[config.mk]
export PLATFORM = sky130hd
export DESIGN_NAME = alu_shift_seq
export DESIGN_NICKNAME = d
export VERILOG_FILES = /design/src/rtl/alu_shift_seq.sv
export SDC_FILE = /design/constraint.sdc
export NUM_CORES = 1
export LEC_CHECK = 0
export BUFFER_PORTS_ARGS = -buffer_cell sky130_fd_sc_hd__buf_2
export CAP_MARGIN = 20
export CORE_MARGIN = 5
export CORE_UTILIZATION = 56
export DETAILED_ROUTE_END_ITERATION = 10
export PLACE_DENSITY = 0.95
export SETUP_SLACK_MARGIN = 0.02
export SLEW_MARGIN = 20
export SYNTH_ARGS = -nofsm -noshare
export SYNTH_HDL_FRONTEND = slang
export SYNTH_SLANG_ARGS = --single-unit
[constraint.sdc]
create_clock -name clk -period 5.22 [get_ports clk]
set_input_delay 0.783 -clock clk [delete_from_list [all_inputs] [get_ports clk]]
set_output_delay 0.783 -clock clk [all_outputs]
set_load 0.02 [all_outputs]
[src/rtl/alu_shift_seq.sv]
// alu_shift_seq: multi-cycle barrel-shifter replacement for the ALU.
// Shifts one bit per clock; result and a one-cycle done pulse are registered.
module alu_shift_seq #(
  parameter int unsigned WIDTH = 32,
  parameter int unsigned SHW   = $clog2(WIDTH)
) (
  input  logic             clk,
  input  logic             reset,
  input  logic             start,
  input  logic [WIDTH-1:0] A,
  input  logic [WIDTH-1:0] B,
  input  logic             right,
  input  logic             Sign,
  output logic [WIDTH-1:0] S,
  output logic             busy,
  output logic             done
);

  typedef enum logic {
    ST_IDLE  = 1'b0,
    ST_SHIFT = 1'b1
  } state_e;

  state_e             state_q, state_d;
  logic [WIDTH-1:0]   data_q,  data_d;
  logic [SHW-1:0]     cnt_q,   cnt_d;
  logic               right_q, right_d;
  logic               sign_q,  sign_d;
  logic [WIDTH-1:0]   s_q,     s_d;
  logic               busy_q,  busy_d;
  logic               done_q,  done_d;

  // Shift amount is taken modulo WIDTH; the upper operand bits are don't-care.
  logic unused_a_hi;
  assign unused_a_hi = ^A[WIDTH-1:SHW];

  // State and datapath registers; reset aborts any operation in flight.
  always_ff @(posedge clk or negedge reset) begin
    if (!reset) begin
      state_q <= ST_IDLE;
      data_q  <= '0;
      cnt_q   <= '0;
      right_q <= 1'b0;
      sign_q  <= 1'b0;
      s_q     <= '0;
      busy_q  <= 1'b0;
      done_q  <= 1'b0;
    end else begin
      state_q <= state_d;
      data_q  <= data_d;
      cnt_q   <= cnt_d;
      right_q <= right_d;
      sign_q  <= sign_d;
      s_q     <= s_d;
      busy_q  <= busy_d;
      done_q  <= done_d;
    end
  end

  // Next-state: capture operands in IDLE, one shift step per cycle in SHIFT.
  always_comb begin
    state_d = state_q;
    data_d  = data_q;
    cnt_d   = cnt_q;
    right_d = right_q;
    sign_d  = sign_q;
    s_d     = s_q;
    busy_d  = busy_q;
    done_d  = 1'b0;

    unique case (state_q)
      ST_IDLE: begin
        if (start) begin
          data_d  = B;
          cnt_d   = A[SHW-1:0];
          right_d = right;
          sign_d  = Sign;
          busy_d  = 1'b1;
          state_d = ST_SHIFT;
        end
      end
      ST_SHIFT: begin
        if (cnt_q != '0) begin
          cnt_d = cnt_q - SHW'(1);
          if (!right_q) begin
            data_d = {data_q[WIDTH-2:0], 1'b0};
          end else if (sign_q) begin
            // MSB stays put, so the original sign bit is replicated every step.
            data_d = {data_q[WIDTH-1], data_q[WIDTH-1:1]};
          end else begin
            data_d = {1'b0, data_q[WIDTH-1:1]};
          end
        end else begin
          s_d     = data_q;
          done_d  = 1'b1;
          busy_d  = 1'b0;
          state_d = ST_IDLE;
        end
      end
      default: begin
        state_d = ST_IDLE;
        busy_d  = 1'b0;
      end
    endcase
  end

  assign S    = s_q;
  assign busy = busy_q;
  assign done = done_q;

endmodule

==> impl_summary.log, run 1 <==
[metrics] pre-CTS WS: around 2.4 ns
[metrics] signed area change from the synthesized netlist to the final layout: 16.5%
[metrics] H-tree Lvls: 3
[metrics] Crit path largest cell delay: about 0.75 ns
[metrics] Post-Layout Inst Area: just over 4000 um^2
[metrics] tightest hold margin: about 0.5 ns
[metrics] Worst R2R Start: state_q
[metrics] post-synthesis register bit count: between 70 and 80
[metrics] DRC marker count from the first detailed-route iteration: 62
[metrics] total via count after detailed routing: approximately 2,400
[metrics] critical path startpoint category: flop
[metrics] Pleak: 1.93 nW
[metrics] buffers inserted by post-CTS timing repair: 0
[metrics] cts bufs inserted: 9
[metrics] ratio of total power to cell area: around 720 nW/um^2
[metrics] # IOs: a little over 100
[metrics] final clock period utilization by the worst path: just under 50%
[metrics] total of hold buffers inserted after clock tree synthesis: 0
[metrics] count of final max-slew check failures: 0
[metrics] clock transition at the registers of the reported paths: 0.08 ns
[metrics] cell chain of the critical path: buf_4 > nor2_1 > a21oi_4 > buf_16 > mux2_2
[metrics] post-cts repair resize count: 0
[metrics] Cell Count Post-Placement: approximately 420
[metrics] Clock Latency Late Sink: between 0.3 and 0.4 ns
[metrics] crit path capture: data_q[19]
[metrics] fin worst setup slack: 2.65 ns
[metrics] mean area per synthesized cell: between 10 and 15 um^2
[metrics] crit path max fanout: 45
[metrics] required arrival time at the worst endpoint: 5.43 ns
[metrics] starting density of the core: roughly 57%
[metrics] Total Routed Length: ~6700 um
[metrics] fraction of layout instances using a drive strength above 1: 45.3%
[metrics] average via count per standard cell: 5.37
[metrics] estimated wirelength of the detail-placed design: roughly 4400 um
[metrics] remaining max-slew budget at the tightest pin: between 30% and 40%
[metrics] Yosys top cell area share: 52.0%
[metrics] overall routing resource usage: 17.2%
[metrics] WL/cell: ~15 um
[metrics] number of warnings printed during yosys synthesis: 0
[metrics] DIE AREA: 8050 um^2
[metrics] first-pass GRT wire length: 11,800 um
[metrics] number of instances in the synthesized netlist: around 290
[metrics] maximum number of pins on one net before global-route repair: 75
[metrics] count of cells along the worst register-to-register path: 5
[metrics] Tightest Hold Check Type: flop to flop
[metrics] Buf/Inv on CP: 2
[metrics] # setup viols final: 0
[metrics] main area contributors after synthesis: sky130_fd_sc_hd__dfrtp_1 (52%), sky130_fd_sc_hd__mux2_2 (21%), sky130_fd_sc_hd__mux2i_1 (9.3%), sky130_fd_sc_hd__a21oi_1 (4.2%), sky130_fd_sc_hd__nor2_1 (3.4%)
[metrics] placeable core region: approximately 6300 um^2
[metrics] antenna cell count: 0
[metrics] number of iterations in the first detailed-routing pass: 4
[metrics] Primary FF master, synth: sky130_fd_sc_hd__dfrtp_1
[metrics] Final ANT Viol Nets: 0
[metrics] detailed-route DRC error count: 0
[metrics] final standard cell count with taps included and fillers excluded: ~440
[metrics] slowest stage cell on the critical path: sky130_fd_sc_hd__dfrtp_2
[metrics] Synth cell types: 28
[metrics] worst path arrival time: around 2.8 ns
[metrics] number of nets produced by synthesis: 361
[metrics] Max Buffers Root-to-Sink: 2
[metrics] Cell Area, Placed: about 4000 um^2
[metrics] share of the yosys chip area belonging to registers: a little over half
[metrics] via count of the first global-routing pass: between 2,000 and 3,000
[metrics] GR Overflow Total: 0
[metrics] Stages on worst setup path: 5
[metrics] root buffer selected by CTS: sky130_fd_sc_hd__clkbuf_8
[metrics] worst-case register-to-register setup slack: 2.65 ns
[metrics] TritonCTS clock tree: done
[metrics] Setup Skew: between 0.01 and 0.015 ns
[metrics] destination of the worst register-to-register timing path: data_q[19]
[metrics] count of endpoints failing hold in the final timing report: 0
[metrics] x dimension of the die: around 90 um
[metrics] total negative slack: 0 ns
[metrics] total clock sinks: 74
[metrics] Max Clk Rate: just under 400 MHz
[metrics] floorplan die height: approximately 90 um
[metrics] number of enable-type register cells in the synthesized netlist: 0
[metrics] library cell occupying the most area in the post-synthesis netlist: sky130_fd_sc_hd__dfrtp_1
[metrics] max-cap check violation count: 0
[metrics] ys async rst share: 100%
[metrics] Net count, final: ~430
[metrics] maximum resistive drop on vdd: ~0.38 mV
[metrics] Synth Cell Area: about 3600 um^2
[metrics] result of the run: finished, final reports clean
[metrics] cell class contributing the biggest share of worst-path delay: flip-flops
[metrics] PortBufs: 75
[metrics] clock period minus worst slack: 2.57 ns
[metrics] initial antenna violation count: 0
[metrics] slew of the pin with the lowest slew margin: between 0.9 and 1 ns
[metrics] unrepaired setup endpoints after global routing: no
[metrics] standard-cell rows: 29
[metrics] Setup crit start: state_q
[metrics] category of the critical setup timing path: flop to flop
[metrics] critical path capture point type: flop
[metrics] global placement routability congestion: approximately 0.74
[worst register-to-register path, cell delays in order, from the launching register on]
cell and delay [ns]:
sky130_fd_sc_hd__dfrtp_2 0.75, sky130_fd_sc_hd__buf_4 0.50, sky130_fd_sc_hd__nor2_1 0.20, sky130_fd_sc_hd__a21oi_4 0.42
sky130_fd_sc_hd__buf_16 0.23, sky130_fd_sc_hd__mux2_2 0.36
[layer usage]
layer	routed length, um	part of all wire, %	vias to the layer above	global-route usage (%)
met3	337	5.1	8	3.84
li1	-	-	1167	-
met4	75	1.1	0	6.42
met5	0	0	-	0
met1	3010	45	1143	22.9
met2	3240	49	49	27.6
[cells by family after synthesis]
logic type	share of synthesized area, %
AOI/OAI and AO/OA	6.64
adders and majority gates	0.351
buffers and inverters	4.39
DFF	52.0
muxes	30.2
and+or+nand+nor	6.43
[worst min-delay path by stage]
stage          startpoint  endpoint  slack (ns)  depth (start not counted)
6_report             S[4]      S[4]        0.50                          1
5_1_grt              S[4]      S[4]        0.51                          1
4_1_cts              S[4]      S[4]        0.50                          1
3_5_place_dp        S[16]     S[16]        0.49                          1
3_3_place_gp         S[6]      S[6]        0.48                          1
2_1_floorplan      sign_q    sign_q        0.47                          1
[metrics by stage]
step | power [mW] | util [%]
floorplan | 2.22 | -
global placement | 2.46 | 62.5
detailed placement | 2.54 | 62.5
CTS | 2.99 | 65.6
global route | 3.21 | 66.0
finish | 2.97 | 66.0
[area by class of cell]
cell class              count  area, um^2
fillers                   489        2130
inverters                   7        26.3
multi-input cells         190        1560
well taps                  77        96.3
repair buffers             77         413
clock buffers              11         141
clock inverters             5        55.1
flip-flops and latches     74        1850
[layout by cell type, fill, tap and decap left out, types with 3 or more instances in the layout]
master,instances
sky130_fd_sc_hd__nand2_1,3
sky130_fd_sc_hd__mux2i_1,33
sky130_fd_sc_hd__nor2_1,32
sky130_fd_sc_hd__clkbuf_8,10
sky130_fd_sc_hd__dfrtp_1,72
sky130_fd_sc_hd__inv_1,7
sky130_fd_sc_hd__a211oi_1,3
sky130_fd_sc_hd__mux2_2,66
sky130_fd_sc_hd__a21oi_1,30
sky130_fd_sc_hd__nor2b_1,3
sky130_fd_sc_hd__o21ai_0,5
sky130_fd_sc_hd__buf_2,74
[cell usage after synthesis, types with 2 or more instances]
cell type and count:
sky130_fd_sc_hd__a211oi_1 3, sky130_fd_sc_hd__a21oi_1 30, sky130_fd_sc_hd__a31oi_1 2, sky130_fd_sc_hd__buf_1 2
sky130_fd_sc_hd__buf_2 6, sky130_fd_sc_hd__buf_6 5, sky130_fd_sc_hd__clkbuf_1 6, sky130_fd_sc_hd__dfrtp_1 74
sky130_fd_sc_hd__inv_1 7, sky130_fd_sc_hd__mux2_2 66, sky130_fd_sc_hd__mux2i_1 33, sky130_fd_sc_hd__nand2_1 3
sky130_fd_sc_hd__nor2_1 32, sky130_fd_sc_hd__nor2b_1 3, sky130_fd_sc_hd__o21ai_0 5, sky130_fd_sc_hd__or3_1 2
[power breakdown]
| group | switching (mW) | internal [mW] | leakage [nW] |
|---|---|---|---|
| sequential | 0.308 | 0.876 | 0.860 |
| combinational | 0.612 | 0.744 | 0.980 |
| clock | 0.200 | 0.232 | 0.0953 |
[flip-flops by register name, summed over array words and instances, names as in the netlist]
name	cells
sign_q	1
data_q	32
state_q	1
busy	1
S	32
done	1
cnt_q	5
right_q	1
Power figures use the tool's default switching activity.
==> inputs of run 2 (changes only) <==
Settings changed: CORE_UTILIZATION 56 to 52, PLACE_DENSITY 0.95 to 0.9.
Clock period 5.22 ns to 2.59 ns, I/O delays scaled along.
==> impl_summary.log, run 2 (synthesis gave the netlist of run 1 again) <==
[metrics] total negative slack: 0 ns (unchanged)
[metrics] crit path max fanout: 20 (-56%)
[metrics] slew of the pin with the lowest slew margin: 0.956 ns (+0.0203 ns)
[metrics] antenna cell count: 0 (unchanged)
[metrics] global placement routability congestion: 0.747 (+0.54%)
[metrics] multi-input combinational cell area: 1560 um^2 (unchanged)
[metrics] TritonCTS clock tree: done
[metrics] floorplan die height: 92.7 um (+3.4%)
[metrics] Cell Area, Placed: 3980 um^2 (+1.4%)
[metrics] # IOs: 103 (unchanged)
[metrics] unrepaired setup endpoints after global routing: no
[metrics] initial antenna violation count: 0 (unchanged)
[metrics] critical path startpoint category: flop
[metrics] cts bufs inserted: 9 (unchanged)
[metrics] Final ANT Viol Nets: 0 (unchanged)
[metrics] max-cap check violation count: 0 (unchanged)
[metrics] post-cts repair resize count: 0 (unchanged)
[metrics] overall routing resource usage: 17.6% (+0.34 points)
[metrics] Total Routed Length: 7050 um (+5.9%)
[metrics] Pleak: 1.94 nW (+0.23%)
[metrics] Post-Layout Inst Area: 4140 um^2 (-0.15%)
[metrics] WL/cell: 15.7 um (+4.2%)
[metrics] worst-case register-to-register setup slack: 0.75 ns (-1.90 ns)
[metrics] DIE AREA: 8600 um^2 (+6.8%)
[metrics] standard-cell rows: 30 (+3.4%)
[metrics] signed area change from the synthesized netlist to the final layout: 16.3%
[metrics] commonest cells after routing, fill and taps aside: sky130_fd_sc_hd__buf_2 (74), sky130_fd_sc_hd__dfrtp_1 (72), sky130_fd_sc_hd__mux2_2 (66)
[metrics] total clock sinks: 74 (unchanged)
[metrics] category of the critical setup timing path: flop to flop
[metrics] tightest hold margin: 0.00688 ns (-0.494 ns)
[metrics] final clock period utilization by the worst path: 71.1% (+22 points)
[metrics] Max Buffers Root-to-Sink: 2 (unchanged)
[metrics] remaining max-slew budget at the tightest pin: 36.3% (-1.4 points)
[metrics] PortBufs: 75 (unchanged)
[metrics] leading cell type in the layout, fill and taps excluded: sky130_fd_sc_hd__buf_2
[metrics] number of iterations in the first detailed-routing pass: 4 (unchanged)
[metrics] Max Clk Rate: 543 MHz (+40%)
[metrics] buffers inserted by post-CTS timing repair: 0 (unchanged)
[metrics] Setup Skew: 0.00998 ns (-0.00193 ns)
[metrics] count of final max-slew check failures: 0 (unchanged)
[metrics] GR Overflow Total: 0 (unchanged)
[metrics] count of cells along the worst register-to-register path: 6 (+1)
[metrics] estimated wirelength of the detail-placed design: 4920 um (+11%)
[metrics] result of the run: finished, final reports clean
[metrics] H-tree Lvls: 3 (unchanged)
[metrics] starting density of the core: 53.0% (-3.7 points)
[metrics] Clock Latency Late Sink: 0.32 ns (about the same)
[metrics] x dimension of the die: 92.7 um (+3.4%)
[metrics] maximum resistive drop on vdd: 0.741 mV (+96%)
[metrics] maximum number of pins on one net before global-route repair: 65 (-13%)
[metrics] clock transition at the registers of the reported paths: 0.08 ns (about the same)
[metrics] worst path arrival time: 2.05 ns (-0.74 ns)
[metrics] clock period minus worst slack: 1.84 ns (-0.729 ns)
[metrics] total of hold buffers inserted after clock tree synthesis: 0 (unchanged)
[metrics] fraction of layout instances using a drive strength above 1: 45.4% (+0.051 points)
[metrics] # setup viols final: 0 (unchanged)
[metrics] via count of the first global-routing pass: 2,598 (+3.0%)
[metrics] FF+latch area: 1850 um^2 (unchanged)
[metrics] count of endpoints failing hold in the final timing report: 0 (unchanged)
[metrics] first-pass GRT wire length: 12,200 um (+3.9%)
[metrics] ratio of total power to cell area: 1420 nW/um^2 (+99%)
[metrics] required arrival time at the worst endpoint: 2.80 ns (-2.63 ns)
[metrics] root buffer selected by CTS: sky130_fd_sc_hd__clkbuf_8
[metrics] fill count: 562 (+15%)
[metrics] total via count after detailed routing: 2,436 (+2.9%)
[metrics] average via count per standard cell: 5.44 (+1.3%)
[metrics] Tightest Hold Check Type: input pin to async pin
[metrics] placeable core region: 6720 um^2 (+7.0%)
[metrics] DRC marker count from the first detailed-route iteration: 60 (-3.2%)
[metrics] Net count, final: 433 (+0.93%)
[metrics] detailed-route DRC error count: 0 (unchanged)
[metrics] critical path capture point type: flop
-- run 2: routing by layer --
layer | vias up | global-route usage [%] | routed length, um
li1 | 1178 | - | -
met1 | 1203 | 22.2 | 3150
met2 | 53 | 29.9 | 3550
met3 | 2 | 3.90 | 322
met4 | 0 | 5.74 | 29
met5 | - | 0 | 0
-- run 2: metrics by stage --
step	total power, mW	worst slack (ns)	util (%)	instances
2_1_floorplan	4.48	0.869	-	291
3_3_place_gp	5.01	0.820	59.2	432
3_5_place_dp	5.20	0.779	59.2	432
4_1_cts	5.97	0.735	61.6	448
5_1_grt	6.37	0.636	61.6	448
6_report	5.89	0.749	61.6	448
-- run 2: final cells by class --
cell class | count | share of cell area (%)
clock inverters | 3 | 0.363
multi-input cells | 190 | 37.7
flip-flops and latches | 74 | 44.8
repair buffers | 81 | 10.5
well taps | 80 | 2.42
inverters | 7 | 0.635
clock buffers | 13 | 3.60
-- run 2: critical path: stages (launching register included) --
cell and delay, ns:
sky130_fd_sc_hd__dfrtp_1 0.39, sky130_fd_sc_hd__inv_1 0.09, sky130_fd_sc_hd__ha_1 0.20, sky130_fd_sc_hd__nor4b_4 0.40, sky130_fd_sc_hd__a21oi_4 0.10, sky130_fd_sc_hd__buf_4 0.23
sky130_fd_sc_hd__mux2_2 0.30
-- run 2: power breakdown --
group | switching [mW] | internal (mW)
sequential | 0.599 | 1.77
combinational | 1.28 | 1.49
clock | 0.385 | 0.371
-- run 2: path summary, 6_finish.rpt --
kind                       startpoint    endpoint
hold / removal                  reset       S[30]
min in group clk                 A[0]    cnt_q[0]
max in group asynchronous       reset        S[0]
hold reg to reg                 S[13]       S[13]
setup reg to reg             cnt_q[0]  data_q[17]
setup / recovery             cnt_q[0]  data_q[17]
